## config.mk

```make
export PLATFORM = sky130hd
export DESIGN_NAME = int_calc_seq
export DESIGN_NICKNAME = d
export VERILOG_FILES = /design/src/rtl/int_calc_seq.sv
export SDC_FILE = /design/constraint.sdc
export NUM_CORES = 2
export LEC_CHECK = 0
export CORE_MARGIN = 3
export CORE_UTILIZATION = 47
export CTS_CLUSTER_DIAMETER = 50
export DETAILED_ROUTE_END_ITERATION = 6
export GPL_ROUTABILITY_DRIVEN = 0
export PLACE_DENSITY = 0.71
export SLEW_MARGIN = 20
export SYNTH_ARGS = -nofsm -noshare
export SYNTH_HDL_FRONTEND = slang
export SYNTH_SLANG_ARGS = --single-unit
```

## constraint.sdc

```tcl
create_clock -name clk -period 16.45 [get_ports clk]
set_input_delay 3.29 -clock clk [delete_from_list [all_inputs] [get_ports clk]]
set_output_delay 3.29 -clock clk [all_outputs]
set_load 0.01 [all_outputs]
```

## src/rtl/int_calc_seq.sv

```systemverilog
// int_calc_seq: multi-cycle unsigned calculator (add/sub/mul/div/mod/pow/ilog2/isqrt) with ready/done handshake
module int_calc_seq #(
  parameter int WIDTH = 16
) (
  input  logic             clk,
  input  logic             rst,
  input  logic             enable,
  input  logic [2:0]       operation,
  input  logic [WIDTH-1:0] A,
  input  logic [WIDTH-1:0] B,
  output logic             ready,
  output logic             done,
  output logic [WIDTH-1:0] sum,
  output logic             sign,
  output logic             overflow,
  output logic             err
);
  localparam int W = WIDTH;
  localparam int CW = $clog2(W + 1);
  typedef enum logic [1:0] {IDLE, CALC, DONE} state_t;
  state_t state, state_n;
  logic [2:0] op;
  logic [W-1:0] a, b, x, y, r, b_n, x_n, y_n, r_n, lg, s_sum, c_sum;
  logic [2*W-1:0] p, p_n, m1, m2;
  logic [W:0] t, add, rd;
  logic [W+1:0] qs, trial;
  logic [CW-1:0] cnt;
  logic f, ovf, f_n, ovf_n, go, simple, last, ge_d, ge_q, c_ovf, c_err;
  assign ready = state != CALC;
  assign go = enable && ready;
  assign simple = operation inside {3'd0, 3'd1, 3'd6};
  assign last = cnt == (op == 3'd7 ? CW'(W / 2 - 1) : CW'(W - 1));
  assign add = {1'b0, A} + {1'b0, B};
  always_comb begin
    lg = '0;
    for (int i = 0; i < W; i++) if (A[i]) lg = W'(i);
  end
  assign s_sum = operation == 3'd0 ? add[W-1:0] : operation == 3'd1 ? (A < B ? B - A : A - B) : lg;
  // mul: p = {partial high, remaining multiplier bits}, shifted right each step
  assign t = {1'b0, p[2*W-1:W]} + (p[0] ? {1'b0, a} : '0);
  assign p_n = {t, p[W-1:1]};
  // div: dividend shifts out of x while quotient bits shift in
  assign rd = {r, x[W-1]};
  assign ge_d = rd >= {1'b0, b};
  // isqrt: two radicand bits per step, y holds the partial root
  assign qs = {r, x[W-1:W-2]};
  assign trial = {y, 2'b01};
  assign ge_q = qs >= trial;
  // pow: y is the running result, x the repeatedly squared base, f marks a base that no longer fits
  assign m1 = {{W{1'b0}}, y} * {{W{1'b0}}, x};
  assign m2 = {{W{1'b0}}, x} * {{W{1'b0}}, x};
  assign x_n = op == 3'd5 ? m2[W-1:0] : op == 3'd7 ? x << 2 : {x[W-2:0], ge_d};
  assign y_n = op == 3'd5 ? (b[0] ? m1[W-1:0] : y) : {y[W-2:0], ge_q};
  assign r_n = op == 3'd7 ? W'(ge_q ? qs - trial : qs) : W'(ge_d ? rd - {1'b0, b} : rd);
  assign b_n = op == 3'd5 ? b >> 1 : b;
  assign f_n = f | (|m2[2*W-1:W]);
  assign ovf_n = ovf | (b[0] & (f | (|m1[2*W-1:W])));
  assign c_sum = op == 3'd2 ? p_n[W-1:0] : op == 3'd3 ? x_n : op == 3'd4 ? r_n : y_n;
  assign c_ovf = op == 3'd2 ? (|p_n[2*W-1:W]) : (op == 3'd5 && ovf_n);
  assign c_err = (op == 3'd3 || op == 3'd4) && b == '0;
  always_comb begin
    state_n = go ? (simple ? DONE : CALC) : state == DONE ? IDLE : (state == CALC && last) ? DONE : state;
  end
  always_ff @(posedge clk) begin
    if (rst) begin
      state <= IDLE;
      done <= 1'b0;
      sum <= '0;
      sign <= 1'b0;
      overflow <= 1'b0;
      err <= 1'b0;
      cnt <= '0;
    end else begin
      state <= state_n;
      done <= go ? simple : (state == CALC && last);
      if (go) begin
        op <= operation;
        a <= A;
        b <= B;
        x <= A;
        y <= operation == 3'd5 ? W'(1) : '0;
        r <= '0;
        p <= {{W{1'b0}}, B};
        f <= 1'b0;
        ovf <= 1'b0;
        cnt <= '0;
        if (simple) begin
          sum <= s_sum;
          sign <= operation == 3'd1 && A < B;
          overflow <= operation == 3'd0 && add[W];
          err <= operation == 3'd6 && A == '0;
        end
      end else if (state == CALC) begin
        cnt <= cnt + 1'b1;
        p <= p_n;
        x <= x_n;
        y <= y_n;
        r <= r_n;
        b <= b_n;
        f <= f_n;
        ovf <= ovf_n;
        if (last) begin
          sum <= c_sum;
          sign <= 1'b0;
          overflow <= c_ovf;
          err <= c_err;
        end
      end
    end
  end
endmodule

```

==> metrics.csv <==
stage,metric,value,unit
logic_synthesis,Mapped Cells,3280,
run,maxcap violations,0,
setup_path,worst r2r src,x[4],
grt,largest net degree at the start of global routing,70,
grt,gr ovfl total,0,
sta,final worst setup slack,8670,ps
logic_synthesis,Mapped Nets,3981,
clock_tree,later-pin clock latency in the skew report,450,ps
clock_tree,Setup Buffers After CTS,0,
sta,Least-Margin Pin Slew,1010,ps
setup_path,kind of critical path,reg2reg,
drt,detailed-route via count,23400,
setup_path,crit-path max cell delay,620,ps
layout,final cell count without fillers,4019,
setup_path,CP Launch Type,flip-flop,
grt,antenna violations before repair,1,
grt,gr usage total,25.3,%
grt,gr busiest metal,met2,
setup_path,Worst path slowest cell,clkinv_1,
sta,Final period util,47.3,%
min_path,Hold Path Depth,2,
drt,Via density,5.82,
placement,Place WS,8750,ps
layout,layout cells sized above 1,3.75,%
sta,Final min period,7780,ps
logic_synthesis,cell area after synthesis,27900,um^2
floorplanning,Starting Density,47.9,%
sta,post-route setup TNS,0,ps
layout,Syn-to-layout area delta,6.28,%
floorplanning,Core Area,58100,um^2
setup_path,"Largest delay share family, worst path",adder cells,
sta,clk_skew,39.0,ps
floorplanning,row count,88,
min_path,Hold Crit Class,reg2reg,
grt,GR Util met1,34.4,%
setup_path,CP endpoint kind,flip-flop,
setup_path,R2R cell count,25,
clock_tree,clock tree buffer depth,2,
grt,first-pass GRT wire length,127000,um
sta,Max Transition Viols Final,0,
logic_synthesis,most common cell in the netlist,inv_1,
clock_tree,CTS tree,built,
setup_path,CP required,16810,ps
floorplanning,die area,62300,um^2
placement,Post-Place Cell Area,29000,um^2
logic_synthesis,synth cell count leaders,"inv_1, fa_1, nand2_1, ha_1, nor2_1",
logic_synthesis,Synth area leader,fa_1,
floorplanning,die span in y,250,um
grt,grt met2 use,41.7,%
placement,PortBufs,58,
setup_path,crit path DAT,8140,ps
logic_synthesis,Post-synth top flop,edfxtp_1,
logic_synthesis,async set-reset flop share out of synthesis,0,%
clock_tree,Post-CTS Hold Buffers,0,
drt,DRC viols,0,
grt,number of global-route vias before repair,23600,
clock_tree,Clock Pin Slew Worst Setup and Hold Paths,110,ps
min_path,hold_sp,sign,
sta,final hold vios,0,
placement,Placed Cells,3985,
drt,drt wl/cell,19.7,um
min_path,Worst Hold End,sign,
logic_synthesis,Seq cells post-synth,144,
setup_path,crit path max fanout,21,
setup_path,crit path buf inv count,6,
logic_synthesis,synth unique cells,93,
drt,Pre-Repair DR Iteration Count,6,
placement,Detailed Place HPWL,60500,um
layout,Final Cell Area,29600,um^2
layout,nets,3941,
drt,DRT iter0 DRCs,2090,
setup_path,most used cell along the critical path,fa_1,
clock_tree,number of CTS-inserted buffers,17,
sta,setup violators final,0,
sta,unrepaired setup endpoints after global routing,no,
sta,f_max,128,MHz
drt,WL final,79000,um
logic_synthesis,area share of the largest cell type after synthesis,26.1,%
status,status,"finished, final reports clean",
sta,slew margin rel.,32.4,%
clock_tree,post_cts resized,0,
setup_path,r2r setup slk,8670,ps
grt,GR Layer Usage met3,3.55,%
clock_tree,clk sink count,144,
clock_tree,Root Buffer,clkbuf_16,
logic_synthesis,syn_area_per_cell,8.50,um^2
logic_synthesis,Post-synth EDFFs,117,
logic_synthesis,"Seq/Total Area, Yosys",14.5,%
clock_tree,H-Tree Depth,4,
floorplanning,Die Width,250,um
logic_synthesis,largest cells by area after synthesis,"fa_1, ha_1, edfxtp_1, inv_1, nand2_1",
drt,Post-DRT Antenna Nets,0,
setup_path,reg2reg end,overflow,
logic_synthesis,Syn. warnings,0,
floorplanning,I/O Pins,59,
layout,# fillers,5516,
[registers in the layout, indices dropped and copies added, names as in the netlist, 2 cells and up]
register  flops
x            16
p            32
r            16
y            16
sum          16
b            16
a            16
cnt           5
op            3
state         2
[per-layer routing]
metal  wire length (um)  share of wire [%]
met3               6230                7.9
met4               2630                3.3
met5                  0                  0
met1              33400                 42
met2              36800                 47
[worst max-delay path by stage]
stage / slack, ps / cells past startpoint / to / startpoint
finish: 8670 / 25 / overflow / x[4]
global route: 8100 / 25 / overflow / x[4]
CTS: 8750 / 25 / overflow / x[4]
detailed placement: 8750 / 25 / overflow / x[4]
global placement: 8850 / 25 / overflow / x[4]
floorplan: 8990 / 2 / f / rst
[per-stage QoR]
stage,hold WS (ps),util [%]
2_1_floorplan,471,-
3_3_place_gp,455,49.9
3_5_place_dp,448,49.9
4_1_cts,463,50.9
5_1_grt,489,50.9
6_report,465,51.0
[cells by family (layout without fill, tap and decap cells)]
family	count (synthesis)	count (layout)	share of synthesized area [%]
xor+xnor	89	89	2.80
other cells	0	1	0
buf+inv	718	691	10.2
compound gates	645	645	14.9
simple gates	974	974	16.2
fa+ha+maj	663	663	39.6
mux	47	47	1.74
flops	144	144	14.5
[cell usage in the layout, fill, tap and decap left out, drive strengths merged, types with 7 or more instances in the layout]
cell type | Yosys | final
or3 | 24 | 24
o31ai | 14 | 14
fa | 364 | 364
a21o | 42 | 42
a21boi | 7 | 7
a221oi | 13 | 13
nor3 | 49 | 49
o21ai | 157 | 157
edfxtp | 117 | 117
nand4 | 18 | 18
and3 | 11 | 11
nor2 | 279 | 279
nand2b | 18 | 18
dfxtp | 27 | 27
buf | 32 | 36
nand2 | 337 | 337
a31oi | 19 | 19
xor2 | 38 | 38
mux2 | 12 | 12
a21oi | 182 | 182
or2 | 8 | 8
inv | 558 | 564
o21bai | 24 | 24
ha | 299 | 299
nand3 | 39 | 39
nor2b | 15 | 15
and2 | 142 | 142
o221ai | 11 | 11
o2111ai | 8 | 8
clkinv | 7 | 14
clkbuf | 121 | 17
clkdlybuf4s50 | 0 | 58
a211oi | 47 | 47
xnor2 | 51 | 51
nor4 | 15 | 15
o311ai | 7 | 7
mux2i | 35 | 35
o21a | 20 | 20
o211ai | 33 | 33
[tightest hold or removal path, delay by kind of cell (launching register included)]
kind               cells  cell delay (ps)
AOI/OAI and AO/OA      1               50
DFF                    1              320
and+or+nand+nor        1               50
[cell type report]
type | count | area, um^2 | area share, %
diodes | 1 | 2.50 | 0.00845
clock inverters | 15 | 194 | 0.655
flip-flops and latches | 144 | 4050 | 13.7
well taps | 765 | 957 | 3.23
inverters | 565 | 2120 | 7.16
clock buffers | 17 | 425 | 1.44
repair buffers | 94 | 858 | 2.90
multi-input cells | 2418 | 21000 | 70.9
Power is not shown: default switching activity piles up to over one toggle a cycle in this logic, so the estimate is an artifact.
